--- src/rtl/sitcp_tx_arbiter.sv ---
// Round-robin packet arbiter sharing the SiTCP TCP transmit byte stream among
// N_CH framed requesters, with an optional 2-byte channel header per packet.
module sitcp_tx_arbiter #(
    parameter int         N_CH      = 4,
    parameter bit         HDR_EN    = 1'b1,
    parameter logic [7:0] HDR_MAGIC = 8'hA5
) (
    input  logic              i_clk,
    input  logic              i_rst,
    input  logic              i_tcp_open,
    input  logic              i_tcp_rst,
    input  logic              i_tcp_tx_full,
    output logic              o_tcp_tx_wr,
    output logic [7:0]        o_tcp_tx_data,
    input  logic [N_CH-1:0]   i_req_valid,
    input  logic [8*N_CH-1:0] i_req_data,
    input  logic [N_CH-1:0]   i_req_last,
    output logic [N_CH-1:0]   o_req_ready,
    output logic [N_CH-1:0]   o_grant,
    output logic              o_busy,
    output logic [15:0]       o_abort_cnt,
    output logic [31:0]       o_tx_byte_cnt
);

    // state  | meaning
    // IDLE   | no grant; pick next valid channel when the connection is up
    // HDR0   | emit HDR_MAGIC
    // HDR1   | emit {5'b0, ch}
    // DATA   | forward granted channel bytes to SiTCP
    // FLUSH  | connection lost; swallow rest of packet without writing
    typedef enum logic [2:0] {
        S_IDLE  = 3'd0,
        S_HDR0  = 3'd1,
        S_HDR1  = 3'd2,
        S_DATA  = 3'd3,
        S_FLUSH = 3'd4
    } state_t;

    state_t            r_state;
    state_t            w_state_nxt;
    logic [2:0]        r_ch;
    logic [2:0]        r_rr_ptr;
    logic [N_CH-1:0]   r_grant;
    logic              r_tx_wr;
    logic [7:0]        r_tx_data;
    logic [15:0]       r_abort_cnt;
    logic [31:0]       r_tx_byte_cnt;

    logic              w_ok;
    logic              w_found;
    logic [2:0]        w_sel;
    logic              w_g_valid;
    logic              w_g_last;
    logic [7:0]        w_g_data;
    logic              w_rdy;
    logic              w_accept;
    logic              w_wr_en;
    logic [7:0]        w_wr_data;
    logic              w_abort;
    logic              w_do_grant;
    logic              w_release;
    logic [2:0]        w_rr_nxt;

    assign w_ok = i_tcp_open & ~i_tcp_rst;

    // First valid channel at or above r_rr_ptr, wrapping modulo N_CH.
    always_comb begin
        w_found = 1'b0;
        w_sel   = 3'd0;
        for (int i = 0; i < N_CH; i++) begin
            for (int j = 0; j < N_CH; j++) begin
                if (!w_found && (((int'(r_rr_ptr) + i) % N_CH) == j) && i_req_valid[j]) begin
                    w_found = 1'b1;
                    w_sel   = 3'(j);
                end
            end
        end
    end

    always_comb begin
        w_g_valid = 1'b0;
        w_g_last  = 1'b0;
        w_g_data  = 8'd0;
        for (int j = 0; j < N_CH; j++) begin
            if (r_ch == 3'(j)) begin
                w_g_valid = i_req_valid[j];
                w_g_last  = i_req_last[j];
                w_g_data  = i_req_data[8*j +: 8];
            end
        end
    end

    always_comb begin
        w_rdy = 1'b0;
        case (r_state)
            S_DATA:  w_rdy = w_ok & ~i_tcp_tx_full;
            S_FLUSH: w_rdy = 1'b1;
            default: w_rdy = 1'b0;
        endcase
    end

    assign o_req_ready = r_grant & {N_CH{w_rdy}};
    assign w_accept    = w_g_valid & w_rdy;
    assign w_rr_nxt    = (r_ch == 3'(N_CH - 1)) ? 3'd0 : r_ch + 3'd1;

    always_comb begin
        w_state_nxt = r_state;
        w_wr_en     = 1'b0;
        w_wr_data   = r_tx_data;
        w_abort     = 1'b0;
        w_do_grant  = 1'b0;
        w_release   = 1'b0;
        case (r_state)
            S_IDLE: begin
                if (w_ok && w_found) begin
                    w_do_grant  = 1'b1;
                    w_state_nxt = HDR_EN ? S_HDR0 : S_DATA;
                end
            end
            S_HDR0: begin
                if (!w_ok) begin
                    w_abort     = 1'b1;
                    w_state_nxt = S_FLUSH;
                end else if (!i_tcp_tx_full) begin
                    w_wr_en     = 1'b1;
                    w_wr_data   = HDR_MAGIC;
                    w_state_nxt = S_HDR1;
                end
            end
            S_HDR1: begin
                if (!w_ok) begin
                    w_abort     = 1'b1;
                    w_state_nxt = S_FLUSH;
                end else if (!i_tcp_tx_full) begin
                    w_wr_en     = 1'b1;
                    w_wr_data   = {5'b0, r_ch};
                    w_state_nxt = S_DATA;
                end
            end
            S_DATA: begin
                if (!w_ok) begin
                    w_abort     = 1'b1;
                    w_state_nxt = S_FLUSH;
                end else if (w_accept) begin
                    w_wr_en   = 1'b1;
                    w_wr_data = w_g_data;
                    if (w_g_last) begin
                        w_release   = 1'b1;
                        w_state_nxt = S_IDLE;
                    end
                end
            end
            S_FLUSH: begin
                if (w_accept && w_g_last) begin
                    w_release   = 1'b1;
                    w_state_nxt = S_IDLE;
                end
            end
            default: w_state_nxt = S_IDLE;
        endcase
    end

    always_ff @(posedge i_clk) begin
        if (i_rst) begin
            r_state       <= S_IDLE;
            r_ch          <= 3'd0;
            r_rr_ptr      <= 3'd0;
            r_grant       <= '0;
            r_tx_wr       <= 1'b0;
            r_tx_data     <= 8'd0;
            r_abort_cnt   <= 16'd0;
            r_tx_byte_cnt <= 32'd0;
        end else begin
            r_state <= w_state_nxt;
            r_tx_wr <= w_wr_en;
            if (w_wr_en) begin
                r_tx_data     <= w_wr_data;
                r_tx_byte_cnt <= r_tx_byte_cnt + 32'd1;
            end
            if (w_abort && (r_abort_cnt != 16'hFFFF)) begin
                r_abort_cnt <= r_abort_cnt + 16'd1;
            end
            if (w_do_grant) begin
                r_ch    <= w_sel;
                r_grant <= {{(N_CH-1){1'b0}}, 1'b1} << w_sel;
            end else if (w_release) begin
                r_grant  <= '0;
                r_rr_ptr <= w_rr_nxt;
            end
        end
    end

    assign o_tcp_tx_wr   = r_tx_wr;
    assign o_tcp_tx_data = r_tx_data;
    assign o_grant       = r_grant;
    assign o_busy        = (r_state != S_IDLE);
    assign o_abort_cnt   = r_abort_cnt;
    assign o_tx_byte_cnt = r_tx_byte_cnt;

endmodule
--- config.mk ---
export PLATFORM = sky130hd
export DESIGN_NAME = sitcp_tx_arbiter
export DESIGN_NICKNAME = d
export VERILOG_FILES = /design/src/rtl/sitcp_tx_arbiter.sv
export SDC_FILE = /design/constraint.sdc
export NUM_CORES = 1
export LEC_CHECK = 0
export ABC_AREA = 1
export BUFFER_PORTS_ARGS = -buffer_cell sky130_fd_sc_hd__buf_4
export CORE_AREA = 2 2 92 94
export DETAILED_ROUTE_END_ITERATION = 8
export DIE_AREA = 0 0 94 96
export PLACE_DENSITY = 0.79
export SETUP_SLACK_MARGIN = 0.5
export SYNTH_ARGS = -nofsm -noshare
export SYNTH_HDL_FRONTEND = slang
export SYNTH_SLANG_ARGS = --single-unit
export TNS_END_PERCENT = 20
--- constraint.sdc ---
create_clock -name i_clk -period 2.5 [get_ports i_clk]
set_clock_uncertainty 0.05 [all_clocks]
set_input_delay 0.5 -clock i_clk [delete_from_list [all_inputs] [get_ports i_clk]]
set_output_delay 0.5 -clock i_clk [all_outputs]
set_load 0.1 [all_outputs]
==> results.sh, run 1 <==
export IMPL_antenna_left=0
export IMPL_grt_first_pass_wirelength_um=21180
export IMPL_core_area_um2=8051
export IMPL_wl_per_cell_um=15.01
export IMPL_track_usage_pct=29.42
export IMPL_vias=4973
export IMPL_synth_top_family_by_area="simple AND/OR/NAND/NOR gates"
export IMPL_ys_ff_latch=68
export IMPL_finalSetupTns_ps=0
export IMPL_slew_headroom_pct=48.63
export IMPL_outcome="completed"
export IMPL_cp_common_cell="nand2_1"
export IMPL_ys_warn_count=0
export IMPL_critPathMaxFanout=5
export IMPL_via_per_inst=5.544
export IMPL_cts_tree="done"
export IMPL_finalCriticalPeriod_ps=2224
export IMPL_diodes=0
export IMPL_start_util_pct=51.36
export IMPL_htreeDepth=3
export IMPL_synth_fp_nets=694
export IMPL_grt_pass1_vias=4738
export IMPL_final_util_pct=74.81
export IMPL_cts_clk_slew_worst_paths_ps=70
export IMPL_rows=33
export IMPL_ios=111
export IMPL_hpwl_um=9051
export IMPL_wirelength_um=13460
export IMPL_worst_slack_ps=275.9
export IMPL_grt_max_degree=43
export IMPL_fin_crit_sh_pct=88.97
export IMPL_min_path_type="in -> reg"
export IMPL_layout_common_cells="buf_4, nand2_1, nor2_1, inv_1, a21oi_1"
export IMPL_syn_avg_cell_area_um2=6.431
export IMPL_drtPass1Iterations=5
export IMPL_max_stage_delay_ps=380
export IMPL_fmax_ghz=0.4496
export IMPL_syn_area_um2=4135
export IMPL_max_cap_violations=0
export IMPL_root_buffer="clkbuf_8"
export IMPL_crit_path_top_delay_cell="dfxtp_4"
export IMPL_finalSetupViolations=0
export IMPL_mostFrequentLayoutCell="buf_4"
export IMPL_place_ws_ps=126.5
export IMPL_die_area_um2=9024
export IMPL_synth_xor_area_share_pct=5.083
export IMPL_critical_path_arrival_ps=2400
export IMPL_start_kind="flip-flop"
export IMPL_reg2reg_setup_slack_ps=280
export IMPL_path_buf_inv=3
export IMPL_syn_inst=643
export IMPL_synth_adder_area_share_pct=1.815
export IMPL_required_ps=2680
export IMPL_grt_overflow=0
export IMPL_rsz0062_at_grt="true"
export IMPL_syn_to_final_growth_pct=45.66
export IMPL_crit_family="compound AO/OA/AOI/OAI gates"
export IMPL_port_buffers=110
export IMPL_crit_type="reg -> reg"
export IMPL_clock_sinks=68
export IMPL_crit_path_cell_trace="inv_4 > ha_4 > inv_2 > nor2_4 > nand2_1 > nand2_1 > o21ai_1 > nand2_1 > nand3_2 > buf_6 > a211o_1 > a22oi_2 > o211ai_1 > nand2_1 > a21oi_1"
export IMPL_synth_simple_area_share_pct=33.59
export IMPL_power_density_nw_per_um2=676.8
export IMPL_finalHoldViolations=0
export IMPL_fp_dieW_um=94
export IMPL_clock_path_buffers=2
export IMPL_yosysUniqueCellTypes=37
export IMPL_maxSlewViolCount=0
export IMPL_ir_drop_uv=450.9
export IMPL_max_slew_worst_pin_slew_ps=769.7
export IMPL_layout_nets=838
export IMPL_drive_above_1_share_pct=36.62
export IMPL_first_iter_violations=286
export IMPL_antenna_found_initial=0
export IMPL_cts_buffers=9
export IMPL_leakage_nw=2.403
export IMPL_end_kind="flip-flop"
export IMPL_ys_seq_area_share_pct=32.92
export IMPL_synthMuxAreaShare_pct=0
export IMPL_synth_compound_area_share_pct=17.52
export IMPL_place_gp_congestion=0.8977
export IMPL_die_y_um=96
export IMPL_clock_latency_ps=350
export IMPL_route_detailed_drc=0
-- synth_stat cells, drive strengths merged --
cell	instances	share of area [%]
a211o	1	0.21
a211oi	3	0.54
a21oi	57	6.9
a221o	1	0.24
a221oi	3	0.64
a22o	1	0.21
a22oi	5	1.0
a31oi	7	1.1
buf	3	0.36
clkbuf	15	1.4
dfxtp	68	33
ha	6	1.8
inv	81	7.4
nand2	155	14
nand3	23	3.3
nand4	13	2.0
nor2	84	8.2
nor3	27	3.4
nor3b	3	0.54
nor4	9	1.4
o211ai	8	1.5
o21a	1	0.18
o21ai	40	4.8
o221ai	1	0.21
or2	3	0.45
or4	1	0.18
xnor2	5	1.1
xor2	19	4.0
-- timing repair --
| item | in CTS | in global routing |
|---|---|---|
| pin swaps | 7 | 24 |
| setup endpoints to repair | 56 | 68 |
| resized for setup | 50 | 54 |
| gates cloned | 1 | 0 |
| endpoints found under the hold margin | 0 | 0 |
| setup buffers | 18 | 11 |
| hold buffers | 0 | 0 |
-- per-stage QoR --
step / instances / power, mW / hold slack [ps] / instance area [um2]
floorplan: 643 / 2.318 / 428.4 / 4250
global placement: 851 / 2.631 / 402.2 / 5219
detailed placement: 851 / 2.661 / 403.6 / 5219
CTS: 886 / 3.891 / 393.4 / 5786
global route: 897 / 4.281 / 417.0 / 6023
finish: 897 / 4.077 / 400.5 / 6023
-- logic make-up (layout without fill, tap and decap cells) --
kind of cell | count (synthesis) | after routing
and+or+nand+nor | 318 | 318
AOI/OAI and AO/OA | 128 | 128
buffers and inverters | 99 | 248
xor gates and xnor gates | 24 | 24
adders and majority gates | 6 | 6
DFF | 68 | 68
-- cell type report --
type / instances / area (um2)
multi-input cells: 476 / 2649
fillers: 612 / 2028
clock buffers: 9 / 123.9
clock inverters: 7 / 98.84
flip-flops and latches: 68 / 1450
repair buffers: 151 / 1245
inverters: 81 / 325.3
well taps: 105 / 131.4
-- final timing paths --
kind	startpoint	end	cells after the start
max	r_ch[0]$_SDFFE_PP0P_	r_state[0]$_SDFFE_PP0P_	15
max reg2reg	r_ch[0]$_SDFFE_PP0P_	r_state[0]$_SDFFE_PP0P_	15
min reg2reg	o_abort_cnt[4]$_SDFFE_PP0P_	o_abort_cnt[4]$_SDFFE_PP0P_	1
min	i_req_data[31]	o_tcp_tx_data[7]$_SDFFE_PP0P_	3
-- worst min-delay path: cells and delay by family --
family          cells  cell delay [ps]
buf+inv             1               70
compound gates      2              190
-- metal layers --
layer | part of all wire (%) | track usage, %
met1 | 40 | 33.74
met2 | 51 | 53.75
met3 | 5.6 | 6.265
met4 | 3.2 | 10.99
met5 | 0 | 0
-- flip-flops by register name, summed over array words and instances (netlist names) --
| register | cells |
|---|---|
| o_abort_cnt | 16 |
| o_grant | 4 |
| o_tcp_tx_data | 8 |
| o_tcp_tx_wr | 1 |
| o_tx_byte_cnt | 32 |
| r_ch | 2 |
| r_rr_ptr | 2 |
| r_state | 3 |
-- report_power, final --
group,switching [mW],total [mW],leakage [nW],internal (mW)
clock,0.471,1.04,0.111,0.567
combinational,1.18,1.76,1.72,0.582
sequential,0.0976,1.28,0.575,1.18
Note: power is estimated with default switching activity, not from simulation.
==> run 2, diff against run 1 <==
--- a/config.mk
+++ b/config.mk
@@ -7,10 +7,9 @@
 export LEC_CHECK = 0
 export ABC_AREA = 1
 export BUFFER_PORTS_ARGS = -buffer_cell sky130_fd_sc_hd__buf_4
-export CORE_AREA = 2 2 92 94
+export CORE_AREA = 2 2 121 123
 export DETAILED_ROUTE_END_ITERATION = 8
-export DIE_AREA = 0 0 94 96
-export PLACE_DENSITY = 0.79
+export DIE_AREA = 0 0 123 125
 export SETUP_SLACK_MARGIN = 0.5
 export SYNTH_ARGS = -nofsm -noshare
 export SYNTH_HDL_FRONTEND = slang
==> constraint.sdc (replaced) <==
create_clock -name i_clk -period 2.29 [get_ports i_clk]
set_clock_uncertainty 0.05 [all_clocks]
set_input_delay 0.458 -clock i_clk [delete_from_list [all_inputs] [get_ports i_clk]]
set_output_delay 0.458 -clock i_clk [all_outputs]
set_load 0.1 [all_outputs]
==> run 2 against run 1 <==
Clock power grew 40%. Cell count rose by 8.8%. Hold slack got worse by 16 ps. Sequential share of layout area up 0.11 points. Register-to-register slack worse by 100 ps. Largest power group unchanged. Non-clock buffer count stayed put. Sequential power rose by 9%. Highest routed layer unchanged. Setup slack got worse by 100 ps. Core utilization down 31 points.
==> results.sh, run 2 (synthesized netlist as in run 1, its figures left out) <==
export IMPL_outcome="completed"
export IMPL_rows=44
export IMPL_die_y_um=125
export IMPL_critPathMaxFanout=5
export IMPL_clock_latency_ps=330
export IMPL_via_per_inst=4.811
export IMPL_htreeDepth=3
export IMPL_mostFrequentLayoutCell="buf_4"
export IMPL_hp_start="i_req_data[31]"
export IMPL_finalSetupViolations=0
export IMPL_layout_nets=838
export IMPL_fp_dieW_um=123
export IMPL_cts_clk_slew_worst_paths_ps=60
export IMPL_antenna_found_initial=0
export IMPL_power_density_nw_per_um2=748.4
export IMPL_vias=4696
export IMPL_max_cap_violations=0
export IMPL_end_kind="output pin"
export IMPL_antenna_left=0
export IMPL_drive_above_1_share_pct=35.48
export IMPL_max_slew_worst_pin_slew_ps=495.5
export IMPL_grt_pass1_vias=4499
export IMPL_cts_buffers=9
export IMPL_largest_reg_flops=32
export IMPL_grt_first_pass_wirelength_um=21340
export IMPL_wirelength_um=13310
export IMPL_drtPass1Iterations=5
export IMPL_place_ws_ps=94.90
export IMPL_cts_hold_buf=0
export IMPL_start_util_pct=29.11
export IMPL_slew_headroom_pct=66.97
export IMPL_ir_drop_uv=686.0
export IMPL_leakage_nw=2.455
export IMPL_ios=111
export IMPL_rsz0062_at_grt="true"
export IMPL_clock_sinks=68
export IMPL_cts_tree="done"
export IMPL_fmax_ghz=0.4728
export IMPL_final_util_pct=43.60
export IMPL_clock_path_buffers=2
export IMPL_track_usage_pct=16.98
export IMPL_finalHoldViolations=0
export IMPL_finalSetupTns_ps=0
export IMPL_layout_common_cells="buf_4, nand2_1, nor2_1, inv_1, a21oi_1"
export IMPL_start_kind="flip-flop"
export IMPL_crit_type="reg -> out"
export IMPL_fin_crit_sh_pct=92.36
export IMPL_wl_per_cell_um=13.64
export IMPL_route_detailed_drc=0
export IMPL_diodes=0
export IMPL_min_delay_path_depth=3
export IMPL_core_area_um2=14200
export IMPL_syn_to_final_growth_pct=49.74
export IMPL_hpwl_um=9537
export IMPL_maxSlewViolCount=0
export IMPL_root_buffer="clkbuf_16"
export IMPL_first_iter_violations=299
export IMPL_required_ps=1780
export IMPL_min_path_type="in -> reg"
export IMPL_port_buffers=110
export IMPL_worst_slack_ps=174.9
export IMPL_die_area_um2=15380
export IMPL_grt_overflow=0
export IMPL_reg2reg_depth=16
export IMPL_critical_path_arrival_ps=1610
export IMPL_finalPower_mw=4.634
export IMPL_place_gp_congestion=0.9123
export IMPL_cp_startpoint="r_state[0]$_SDFFE_PP0P_"
export IMPL_grt_max_degree=42
export IMPL_rr_startpoint="r_ch[0]$_SDFFE_PP0P_"
export IMPL_finalCriticalPeriod_ps=2115
==> run 2: cell types whose count changed in the layout (fill, tap and decap cells not counted), sizes merged <==
cell / change
buf: -1
clkbuf: +3
inv: -1
bufbuf: -1
==> run 2: per-stage QoR <==
step	cell area, um2	std cells	hold slack, ps
after floorplan	4325	643	421.2
after global placement	5448	938	400.9
after detailed placement	5448	938	404.1
after CTS	6022	970	385.4
after global routing	6192	976	409.8
final	6192	976	384.5
==> run 2: final timing paths <==
kind,endpoint,slack (ps)
hold / removal,o_tcp_tx_data[7]$_SDFFE_PP0P_,380
setup / recovery,o_req_ready[1],170
setup reg to reg,r_state[1]$_SDFFE_PP0P_,170
hold reg to reg,o_abort_cnt[4]$_SDFFE_PP0P_,410
==> run 2: metal layers <==
layer	global-route usage, %	vias up	part of all wire, %
met5	0	-	0
met4	4.144	0	1.7
met3	3.695	23	4.6
met2	29.96	112	50
met1	20.77	2141	44
li1	-	2420	-
==> run 2: cell type report <==
type                            count  area [um2]
Fill cell                        1510        8011
Multi-Input combinational cell    476        2591
Sequential cell                    68        1498
Timing Repair Buffer              151        1242
Inverter                           81       322.8
Tap cell                          184       230.2
Clock buffer                       10       229.0
Clock inverter                      6       78.83
==> run 2: critical path: stages, from the launching register on <==
cell,delay (ps)
dfxtp_4,370
nor2_4,140
nand2_1,90
nand2_2,110
clkinvlp_4,200
nor2_4,180
buf_12,180
==> run 2: report_power, final <==
part	internal, mW	total, mW	leakage, nW	switching [mW]
Sequential	1.28	1.39	0.585	0.112
Combinational	0.575	1.79	1.72	1.21
Clock	0.944	1.46	0.154	0.514
Total	2.80	4.63	2.46	1.84
==> run 2: timing repair <==
action / 4_1_cts / 5_1_grt
pin swaps: 14 / 20
hold endpoints to repair: 0 / 0
cloned: 0 / 2
setup buffers: 16 / 4
endpoints found under the setup margin: 63 / 67
gates resized for setup: 45 / 25
